--- config.mk ---
export PLATFORM = sky130hd
export DESIGN_NAME = issue_select_unit
export DESIGN_NICKNAME = d
export VERILOG_FILES = /design/src/rtl/issue_select_unit_pkg.sv /design/src/rtl/issue_select_unit_oldest_picker.sv /design/src/rtl/issue_select_unit.sv
export SDC_FILE = /design/constraint.sdc
export NUM_CORES = 1
export LEC_CHECK = 0
export BUFFER_PORTS_ARGS = -buffer_cell sky130_fd_sc_hd__buf_2
export CAP_MARGIN = 20
export CELL_PAD_IN_SITES_DETAIL_PLACEMENT = 2
export CELL_PAD_IN_SITES_GLOBAL_PLACEMENT = 2
export CORE_MARGIN = 4
export CORE_UTILIZATION = 32
export CTS_BUF_LIST = sky130_fd_sc_hd__clkbuf_8
export DETAILED_ROUTE_END_ITERATION = 8
export GPL_TIMING_DRIVEN = 1
export PLACE_DENSITY = 0.87
export REMOVE_ABC_BUFFERS = 1
export SLEW_MARGIN = 40
export SYNTH_ARGS = -nofsm -noshare
export SYNTH_HDL_FRONTEND = slang
export SYNTH_SLANG_ARGS = --single-unit
--- constraint.sdc ---
create_clock -name clock -period 39.8 [get_ports clock]
set_input_delay 3.98 -clock clock [delete_from_list [all_inputs] [get_ports clock]]
set_output_delay 3.98 -clock clock [all_outputs]
set_load 0.02 [all_outputs]
--- src/rtl/issue_select_unit_pkg.sv ---
// Shared types for the issue stage.
//   RS_ENTRY      : one reservation-station entry as seen by the issue stage
//   ROB_IDX       : ROB index type (ROB of 32 entries)
//   ISSUE_POLICY  : selection rank, oldest-by-ROB-age or lowest RS index
//   rs_ready()    : entry is valid with both sources available
//   idx_width()   : index width for an array of n entries (minimum 1 bit)
package issue_select_unit_pkg;

  localparam int unsigned ROB_SZ_DEF = 32;
  localparam int unsigned ROB_IDX_W  = $clog2(ROB_SZ_DEF);

  typedef logic [ROB_IDX_W-1:0] ROB_IDX;

  typedef struct packed {
    logic       valid;
    logic       src1_ready;
    logic       src2_ready;
    ROB_IDX     rob_idx;
    logic [3:0] opcode;
    logic [4:0] dest_tag;
  } RS_ENTRY;

  typedef enum logic {
    OLDEST = 1'b0,
    INDEX  = 1'b1
  } ISSUE_POLICY;

  function automatic logic rs_ready(input RS_ENTRY e);
    return e.valid & e.src1_ready & e.src2_ready;
  endfunction

  function automatic int unsigned idx_width(input int unsigned n);
    return (n > 1) ? $clog2(n) : 1;
  endfunction

endpackage

--- src/rtl/issue_select_unit_oldest_picker.sv ---
// Combinational single-winner picker.
//   req       : candidate mask
//   age       : per-candidate age, smaller is older
//   grant     : one-hot winner (all zero when no candidate)
//   grant_idx : binary index of the winner (0 when none)
//   found     : a winner exists
// Equal ages resolve to the lower index because only a strictly smaller
// age displaces the current best while scanning upwards.
module oldest_picker #(
  parameter int unsigned RS_SZ = 8,
  parameter int unsigned AGE_W = 5,
  parameter int unsigned IDX_W = 3
) (
  input  logic [RS_SZ-1:0]            req,
  input  logic [RS_SZ-1:0][AGE_W-1:0] age,
  output logic [RS_SZ-1:0]            grant,
  output logic [IDX_W-1:0]            grant_idx,
  output logic                        found
);

  logic [AGE_W-1:0] best_age;

  always_comb begin
    grant     = '0;
    grant_idx = '0;
    found     = 1'b0;
    best_age  = '0;
    for (int unsigned i = 0; i < RS_SZ; i++) begin
      if (req[i] && (!found || (age[i] < best_age))) begin
        found     = 1'b1;
        best_age  = age[i];
        grant     = '0;
        grant[i]  = 1'b1;
        grant_idx = IDX_W'(i);
      end
    end
  end

endmodule

--- src/rtl/issue_select_unit.sv ---
// Per-category issue stage: selects up to NUM_FU ready RS entries per cycle
// and latches them into per-FU issue registers.
//   clock, reset  : clock and synchronous active-high reset
//   mispredict    : flush, same effect as reset on this block
//   rs_entries    : contents of the attached RS bank
//   rob_head      : index of the oldest in-flight instruction
//   fu_ready      : FU f accepts issue_entry[f] this cycle
//   issue_valid   : issue register f holds a live entry
//   issue_entry   : contents of issue register f
//   clear_valid   : RS drops clear_idx[f] at this posedge
//   clear_idx     : RS index being selected for slot f
module issue_select_unit
  import issue_select_unit_pkg::*;
#(
  parameter int unsigned RS_SZ    = 8,
  parameter int unsigned NUM_FU   = 2,
  parameter int unsigned ROB_SZ   = 32,
  parameter ISSUE_POLICY POLICY   = OLDEST,
  localparam int unsigned AGE_W    = $clog2(ROB_SZ),
  localparam int unsigned RS_IDX_W = idx_width(RS_SZ)
) (
  input  logic                              clock,
  input  logic                              reset,
  input  logic                              mispredict,
  input  RS_ENTRY [RS_SZ-1:0]               rs_entries,
  input  logic [AGE_W-1:0]                  rob_head,
  input  logic [NUM_FU-1:0]                 fu_ready,
  output logic [NUM_FU-1:0]                 issue_valid,
  output RS_ENTRY [NUM_FU-1:0]              issue_entry,
  output logic [NUM_FU-1:0]                 clear_valid,
  output logic [NUM_FU-1:0][RS_IDX_W-1:0]   clear_idx
);

  logic flush;
  assign flush = reset | mispredict;

  logic [RS_SZ-1:0]            ready;
  logic [RS_SZ-1:0][AGE_W-1:0] age;

  // Age is distance from the ROB head modulo ROB_SZ; the subtraction wraps
  // naturally in AGE_W bits. In index mode every age is equal, so the
  // picker's tie-break alone ranks by RS index.
  always_comb begin
    ready = '0;
    age   = '0;
    for (int unsigned i = 0; i < RS_SZ; i++) begin
      ready[i] = rs_ready(rs_entries[i]);
      if (POLICY == OLDEST) begin
        age[i] = AGE_W'(rs_entries[i].rob_idx) - rob_head;
      end
    end
  end

  // Cascade of pickers: stage k ranks k-th, having removed the winners of
  // all earlier stages from its candidate set.
  logic [RS_SZ-1:0]                 avail [NUM_FU+1];
  logic [RS_SZ-1:0]                 stage_grant [NUM_FU];
  logic [NUM_FU-1:0]                stage_found;
  logic [NUM_FU-1:0][RS_IDX_W-1:0]  stage_idx;

  assign avail[0] = ready;

  for (genvar k = 0; k < NUM_FU; k++) begin : g_stage
    oldest_picker #(
      .RS_SZ (RS_SZ),
      .AGE_W (AGE_W),
      .IDX_W (RS_IDX_W)
    ) u_pick (
      .req       (avail[k]),
      .age       (age),
      .grant     (stage_grant[k]),
      .grant_idx (stage_idx[k]),
      .found     (stage_found[k])
    );
    assign avail[k+1] = avail[k] & ~stage_grant[k];
  end

  logic                             slot_valid [NUM_FU];
  RS_ENTRY                          slot_entry [NUM_FU];
  logic [NUM_FU-1:0]                accept;
  logic [NUM_FU-1:0]                alloc;
  logic [NUM_FU-1:0][RS_IDX_W-1:0]  alloc_idx;

  // Stalled slots are skipped when counting, so the k-th ranked entry lands
  // on the k-th accepting slot in ascending slot order.
  always_comb begin
    int unsigned rank;
    accept    = '0;
    alloc     = '0;
    alloc_idx = '0;
    rank      = 0;
    for (int unsigned f = 0; f < NUM_FU; f++) begin
      accept[f] = ~slot_valid[f] | fu_ready[f];
      if (accept[f]) begin
        for (int unsigned k = 0; k < NUM_FU; k++) begin
          if ((k == rank) && stage_found[k]) begin
            alloc[f]     = 1'b1;
            alloc_idx[f] = stage_idx[k];
          end
        end
        rank = rank + 1;
      end
    end
  end

  // The RS bank is flushed independently, so no clear is sent during a flush.
  always_comb begin
    clear_valid = '0;
    clear_idx   = '0;
    if (!flush) begin
      clear_valid = alloc;
      clear_idx   = alloc_idx;
    end
  end

  for (genvar f = 0; f < NUM_FU; f++) begin : g_slot
    always_ff @(posedge clock) begin
      if (flush) begin
        slot_valid[f] <= 1'b0;
        slot_entry[f] <= '0;
      end else if (accept[f]) begin
        slot_valid[f] <= alloc[f];
        if (alloc[f]) begin
          slot_entry[f] <= rs_entries[alloc_idx[f]];
        end
      end
    end
  end

  always_comb begin
    issue_valid = '0;
    issue_entry = '0;
    for (int unsigned f = 0; f < NUM_FU; f++) begin
      issue_valid[f] = slot_valid[f];
      issue_entry[f] = slot_entry[f];
    end
  end

endmodule

==> flow_summary.ini, run 1 <==
[outcome]
status = finished, final reports clean

[final_layout]
drive_above_1_share_pct = 23.31
fin_area_um2 = 9138
finalNonFillerCells = 1505
area_growth_pct = 15.33
finalNetCount = 1421
n_fill_cell = 2892

[sta]
hold_viol = 0
min_period_ns = 36.91
relSlewSlack_pct = 39.38
setup_viol_count_final = 0
rsz0062_at_grt = false
slew_viol_final = 0
tightestPinTransition_ns = 0.9065
setup_tns_ns = 0
fin_crit_sh_pct = 92.73
max_freq_mhz = 27.10
fin_worst_skew_ns = 0.01001

[synthesis]
yosys.area.top_type = ha_1
ys.flop_type = edfxtp_1
yosysTopAreaCellShare_pct = 13.90
synth.area.top_cells = ha_1 14%, edfxtp_1 14%, a21oi_1 5.9%
netlist_area_um2 = 7923
synth_commonest_cells = 107 x nand2_1, 94 x a21oi_1, 88 x ha_1
synth_seq_area_share_pct = 13.64
syn_area_per_cell_um2 = 7.633
syn_inst = 1038
ys_async_sr_fraction_pct = 0
ys_ff_latch = 36
yosysMostFrequentCell = nand2_1
yosys_warnings = 0
synth_cell_types = 86
synth_edf_count = 36

[min_path]
min_path_cells = 2
min_from = slot_valid[1]
hold_end = slot_valid[1]
hold_path_class = flip-flop to flip-flop

[die]
rows = 57
ios = 190
core-area_um2 = 24320
die_w_um = 165.3
dieArea_um2 = 27340
chipHeight_um = 165.3
start_util_pct = 32.58

[global_routing]
grt_start_max_net_pins = 72
grt_use_total_pct = 25.93
grt_pass1_vias = 9983
antenna_found_initial = 3
grt_pass1_wl_um = 55520
grt_overflow = 0

[power_and_ir_drop]
seq_power_share_pct = 13.9
p_comb_share_pct = 78.3
power_density_nw_per_um2 = 41.35
p_switching_mw = 0.2139
power_frac_clock_pct = 7.8
intPower_mw = 0.1639
peakVddDrop_mv = 0.01559
sw_frac_of_total_pct = 56.62
p_leak_nw = 4.119

[setup_path]
worstSetupPathType = input pin to output port
reg2reg_slack_ns = 35.87
slowest_stage = nand2_1
r2r_start = slot_valid[0]
worst_setup_path_start_kind = input pin
cp.arrival_ns = 32.93
crit_fanout = 58
r2r_cells = 10
max_stage_delay_ns = 0.60
crit_top_cell = a21oi_1
r2r_end = slot_entry[1][11]
end_kind = output port
worstPathRequired_ns = 35.82

[cts]
ctsHoldBuffers = 0
worst_skew_pair.late_latency_ns = 0.31
htree_levels = 2
cts.sinks = 36
cts.repair.resized = 0
cts_tree = done
clk_pin_slew_ns = 0.09
cts_made_buffers = 5
post_cts_buffers = 0
ctsRootBufferMaster = clkbuf_8
clockBufferDepth = 2

[drt]
drc_errors = 0
drtIter0Drc = 682
vias = 9151
antenna_left = 0
wl_per_cell_um = 24.62
drtPass1Iterations = 5
viasPerCell = 6.080
routed_wl_um = 37050

[place]
placed_cell_area_um2 = 9040
numPlacedInstances = 1496
gp_congestion = 0.8710
io_buffer_count = 189
dpl.hpwl_um = 29630

[run]
max_cap_viol_count = 0
cells in the final DEF (no fill, tap or decap), types with 28 or more instances in the layout:
cell type / instances
a21o_1: 46
o21ai_0: 39
inv_1: 71
a211oi_1: 60
nand2_1: 104
buf_2: 189
edfxtp_1: 36
a311oi_1: 28
a21oi_1: 94
ha_1: 88
nor2_1: 80
area by class of cell:
| type | instances | area, µm² | share of cell area (%) |
|---|---|---|---|
| clock inverters | 3 | 18.77 | 0.2054 |
| well taps | 324 | 405.4 | 4.437 |
| inverters | 72 | 270.3 | 2.958 |
| flip-flops and latches | 36 | 1081 | 11.83 |
| multi-input cells | 863 | 6255 | 68.45 |
| repair buffers | 201 | 1036 | 11.34 |
| clock buffers | 5 | 68.82 | 0.7531 |
| diodes | 1 | 2.502 | 0.02739 |
cells by family (layout without fill, tap and decap cells):
| logic type | Yosys count | count (layout) | share of synthesized area [%] |
|---|---|---|---|
| buffers and inverters | 139 | 281 | 8.007 |
| xor gates and xnor gates | 32 | 32 | 3.538 |
| AOI/OAI and AO/OA | 410 | 410 | 37.81 |
| muxes | 21 | 21 | 2.827 |
| adders and majority gates | 96 | 96 | 15.92 |
| other | 0 | 1 | 0 |
| and+or+nand+nor | 304 | 304 | 18.26 |
| DFF | 36 | 36 | 13.65 |
routing by layer:
metal,vias up,GRT usage [%],routed length (µm)
li1,4174,-,-
met4,4,10.76,1421
met1,4500,31.55,15740
met3,94,3.152,2133
met5,-,0,27
met2,379,46.14,17730
state kept, by name, indices dropped and copies added, names as in the netlist:
| register | cells |
|---|---|
| slot_valid | 2 |
| slot_entry | 34 |
worst max-delay path: cells and delay by family:
family                     cells  cell delay [ns]
xor gates and xnor gates       1             0.15
buffers and inverters          9             1.85
adders and majority gates     15             4.78
muxes                          5             1.90
AOI/OAI and AO/OA             71            15.11
and+or+nand+nor               25             5.11
power by group through the flow:
stage | combinational, mW | clock, mW | sequential (mW)
2_1_floorplan | 0.181 | 0 | 0.0623
3_3_place_gp | 0.274 | 0 | 0.0530
3_5_place_dp | 0.289 | 0 | 0.0537
4_1_cts | 0.292 | 0.0292 | 0.0528
5_1_grt | 0.322 | 0.0308 | 0.0531
6_report | 0.296 | 0.0294 | 0.0527
per-stage QoR:
| stage | hold slack (ns) | util (%) | total power, mW | worst slack [ns] |
|---|---|---|---|---|
| global placement | 0.7717 | 37.14 | 0.3269 | 4.559 |
| finish | 0.8202 | 37.57 | 0.3779 | 2.895 |
| floorplan | 0.8632 | - | 0.2434 | 5.354 |
| detailed placement | 0.8043 | 37.17 | 0.3428 | 2.922 |
| CTS | 0.8272 | 37.53 | 0.3737 | 2.821 |
| global route | 0.8625 | 37.56 | 0.4057 | 0.7354 |
how the worst max path moves through the flow:
stage / depth (start not counted) / startpoint / endpoint / slack, ns
after floorplan: 121 / rob_head[1] / clear_idx[3] / 5.35
after global placement: 125 / rob_head[1] / clear_idx[3] / 4.56
after detailed placement: 125 / rob_head[1] / clear_idx[3] / 2.92
after CTS: 125 / rob_head[1] / clear_idx[3] / 2.82
after global routing: 127 / rob_head[1] / clear_idx[3] / 0.74
final: 126 / rob_head[1] / clear_idx[3] / 2.89
Note: power is estimated with default switching activity, not from simulation.
==> run 2: changes to the inputs <==
--- a/config.mk
+++ b/config.mk
@@ -9,7 +9,6 @@
 export CAP_MARGIN = 20
 export CELL_PAD_IN_SITES_DETAIL_PLACEMENT = 2
 export CELL_PAD_IN_SITES_GLOBAL_PLACEMENT = 2
-export CORE_MARGIN = 4
 export CORE_UTILIZATION = 32
 export CTS_BUF_LIST = sky130_fd_sc_hd__clkbuf_8
 export DETAILED_ROUTE_END_ITERATION = 8
==> flow_summary.ini, run 2 (synthesized netlist as in run 1, its figures left out) <==
[die]
chipHeight_um = 159.3
rows = 57
ios = 190
dieArea_um2 = 25390
start_util_pct = 32.58
core-area_um2 = 24320
die_w_um = 159.3

[drt]
antenna_left = 0
routed_wl_um = 36480
wl_met1_um = 15400
vias = 9224
wl_per_cell_um = 24.24
wl_met2_um = 17710
highest_layer = met4
drtPass1Iterations = 5
drtIter0Drc = 666
drc_errors = 0
viasPerCell = 6.129
met3_length_um = 1986

[global_routing]
grt_use_total_pct = 28.10
grt_overflow = 0
grt_pass1_vias = 9935
grt_pass1_wl_um = 56550
grt_start_max_net_pins = 72
antenna_found_initial = 1

[setup_path]
worstPathRequired_ns = 35.82
slowest_stage = o22ai_1
max_stage_delay_ns = 0.68
worstSetupPathType = input pin to output port
cp.arrival_ns = 33.27
crit_top_cell = a21oi_1
worst_setup_path_start_kind = input pin
end_kind = output port
crit_fanout = 58

[cts]
cts_tree = done
clk_pin_slew_ns = 0.09
clockBufferDepth = 2
ctsRootBufferMaster = clkbuf_8
htree_levels = 2
cts.sinks = 36
worst_skew_pair.late_latency_ns = 0.31
cts_made_buffers = 5
post_cts_buffers = 0
cts.repair.resized = 0
ctsHoldBuffers = 0

[final_layout]
final_common_cell = buf_2
multi_input_area_um2 = 6250
finalNetCount = 1421
n_fill_cell = 2900
seq_area_um2 = 1081
layout_common_cells = 189 x buf_2, 103 x nand2_1, 94 x a21oi_1, 88 x ha_1, 80 x nor2_1
top_regs = slot_entry (34), slot_valid (2)
largest_register_ffs = 34
area_growth_pct = 15.27
regMostFlops = slot_entry
drive_above_1_share_pct = 23.22

[min_path]
hold_path_class = flip-flop to flip-flop

[place]
io_buffer_count = 189
dpl.hpwl_um = 29550
dp_slack_ns = 2.777
gp_congestion = 0.9048

[sta]
tightestPinTransition_ns = 0.8298
hold_viol = 0
rsz0062_at_grt = false
slew_viol_final = 0
fin_worst_skew_ns = 0.01495
fin_crit_sh_pct = 93.60
setup_viol_count_final = 0
min_period_ns = 37.25
max_freq_mhz = 26.84
setup_ws_ns = 2.549
relSlewSlack_pct = 44.68
setup_tns_ns = 0

[power_and_ir_drop]
p_leak_nw = 4.116
power_density_nw_per_um2 = 41.29
p_comb_share_pct = 78.7
intPower_mw = 0.1637
p_switching_mw = 0.2134
peakVddDrop_mv = 0.01862
sw_frac_of_total_pct = 56.59
power_frac_clock_pct = 7.4
seq_power_share_pct = 14.0

[run]
max_cap_viol_count = 0

[outcome]
status = finished, final reports clean
## run 2: worst paths after layout
kind | endpoint | depth (start not counted) | slack [ns] | start
max reg2reg | slot_entry[1][5] | 11 | 35.59 | slot_valid[0]
min reg2reg | slot_valid[1] | 2 | 0.80 | slot_valid[1]
max | clear_idx[3] | 126 | 2.55 | rob_head[1]
min | slot_valid[1] | 2 | 0.80 | slot_valid[1]
## run 2: routing by layer
| metal | GRT usage, % | vias to the layer above |
|---|---|---|
| met2 | 49.08 | 388 |
| met5 | 0 | - |
| met3 | 2.527 | 72 |
| met1 | 35.39 | 4596 |
| li1 | - | 4168 |
| met4 | 11.63 | 0 |
## run 2: area by class of cell
cell class | instances | area share [%]
diodes | 1 | 0.02740
clock buffers | 5 | 0.7535
clock inverters | 3 | 0.2055
inverters | 72 | 2.959
multi-input cells | 863 | 68.43
flip-flops and latches | 36 | 11.84
well taps | 324 | 4.439
repair buffers | 201 | 11.34
## run 2: power groups by stage
stage          combinational (mW)  sequential (mW)  clock (mW)
2_1_floorplan               0.181           0.0623           0
3_3_place_gp                0.273           0.0531           0
3_5_place_dp                0.291           0.0537           0
4_1_cts                     0.293           0.0527      0.0285
5_1_grt                     0.320           0.0532      0.0296
6_report                    0.297           0.0526      0.0278
## run 2: critical path: cells and delay by family
kind	cells	cell delay [ns]
AND/OR/NAND/NOR	24	4.86
multiplexers	5	1.90
AO/OA/AOI/OAI	71	15.73
XOR/XNOR	1	0.16
adder cells (fa/ha/maj)	15	4.72
buffers and inverters	10	1.90
## run 2: per-stage QoR
| stage | util [%] | power, mW | std cells | hold WS [ns] | area, µm² |
|---|---|---|---|---|---|
| after global routing | 37.55 | 0.4024 | 1505 | 0.8311 | 9133 |
| after global placement | 37.10 | 0.3263 | 1495 | 0.7625 | 9024 |
| after CTS | 37.54 | 0.3743 | 1504 | 0.8015 | 9130 |
| final | 37.55 | 0.3771 | 1505 | 0.7964 | 9133 |
| after detailed placement | 37.18 | 0.3447 | 1496 | 0.7803 | 9042 |
| after floorplan | - | 0.2434 | 971 | 0.8632 | 7559 |
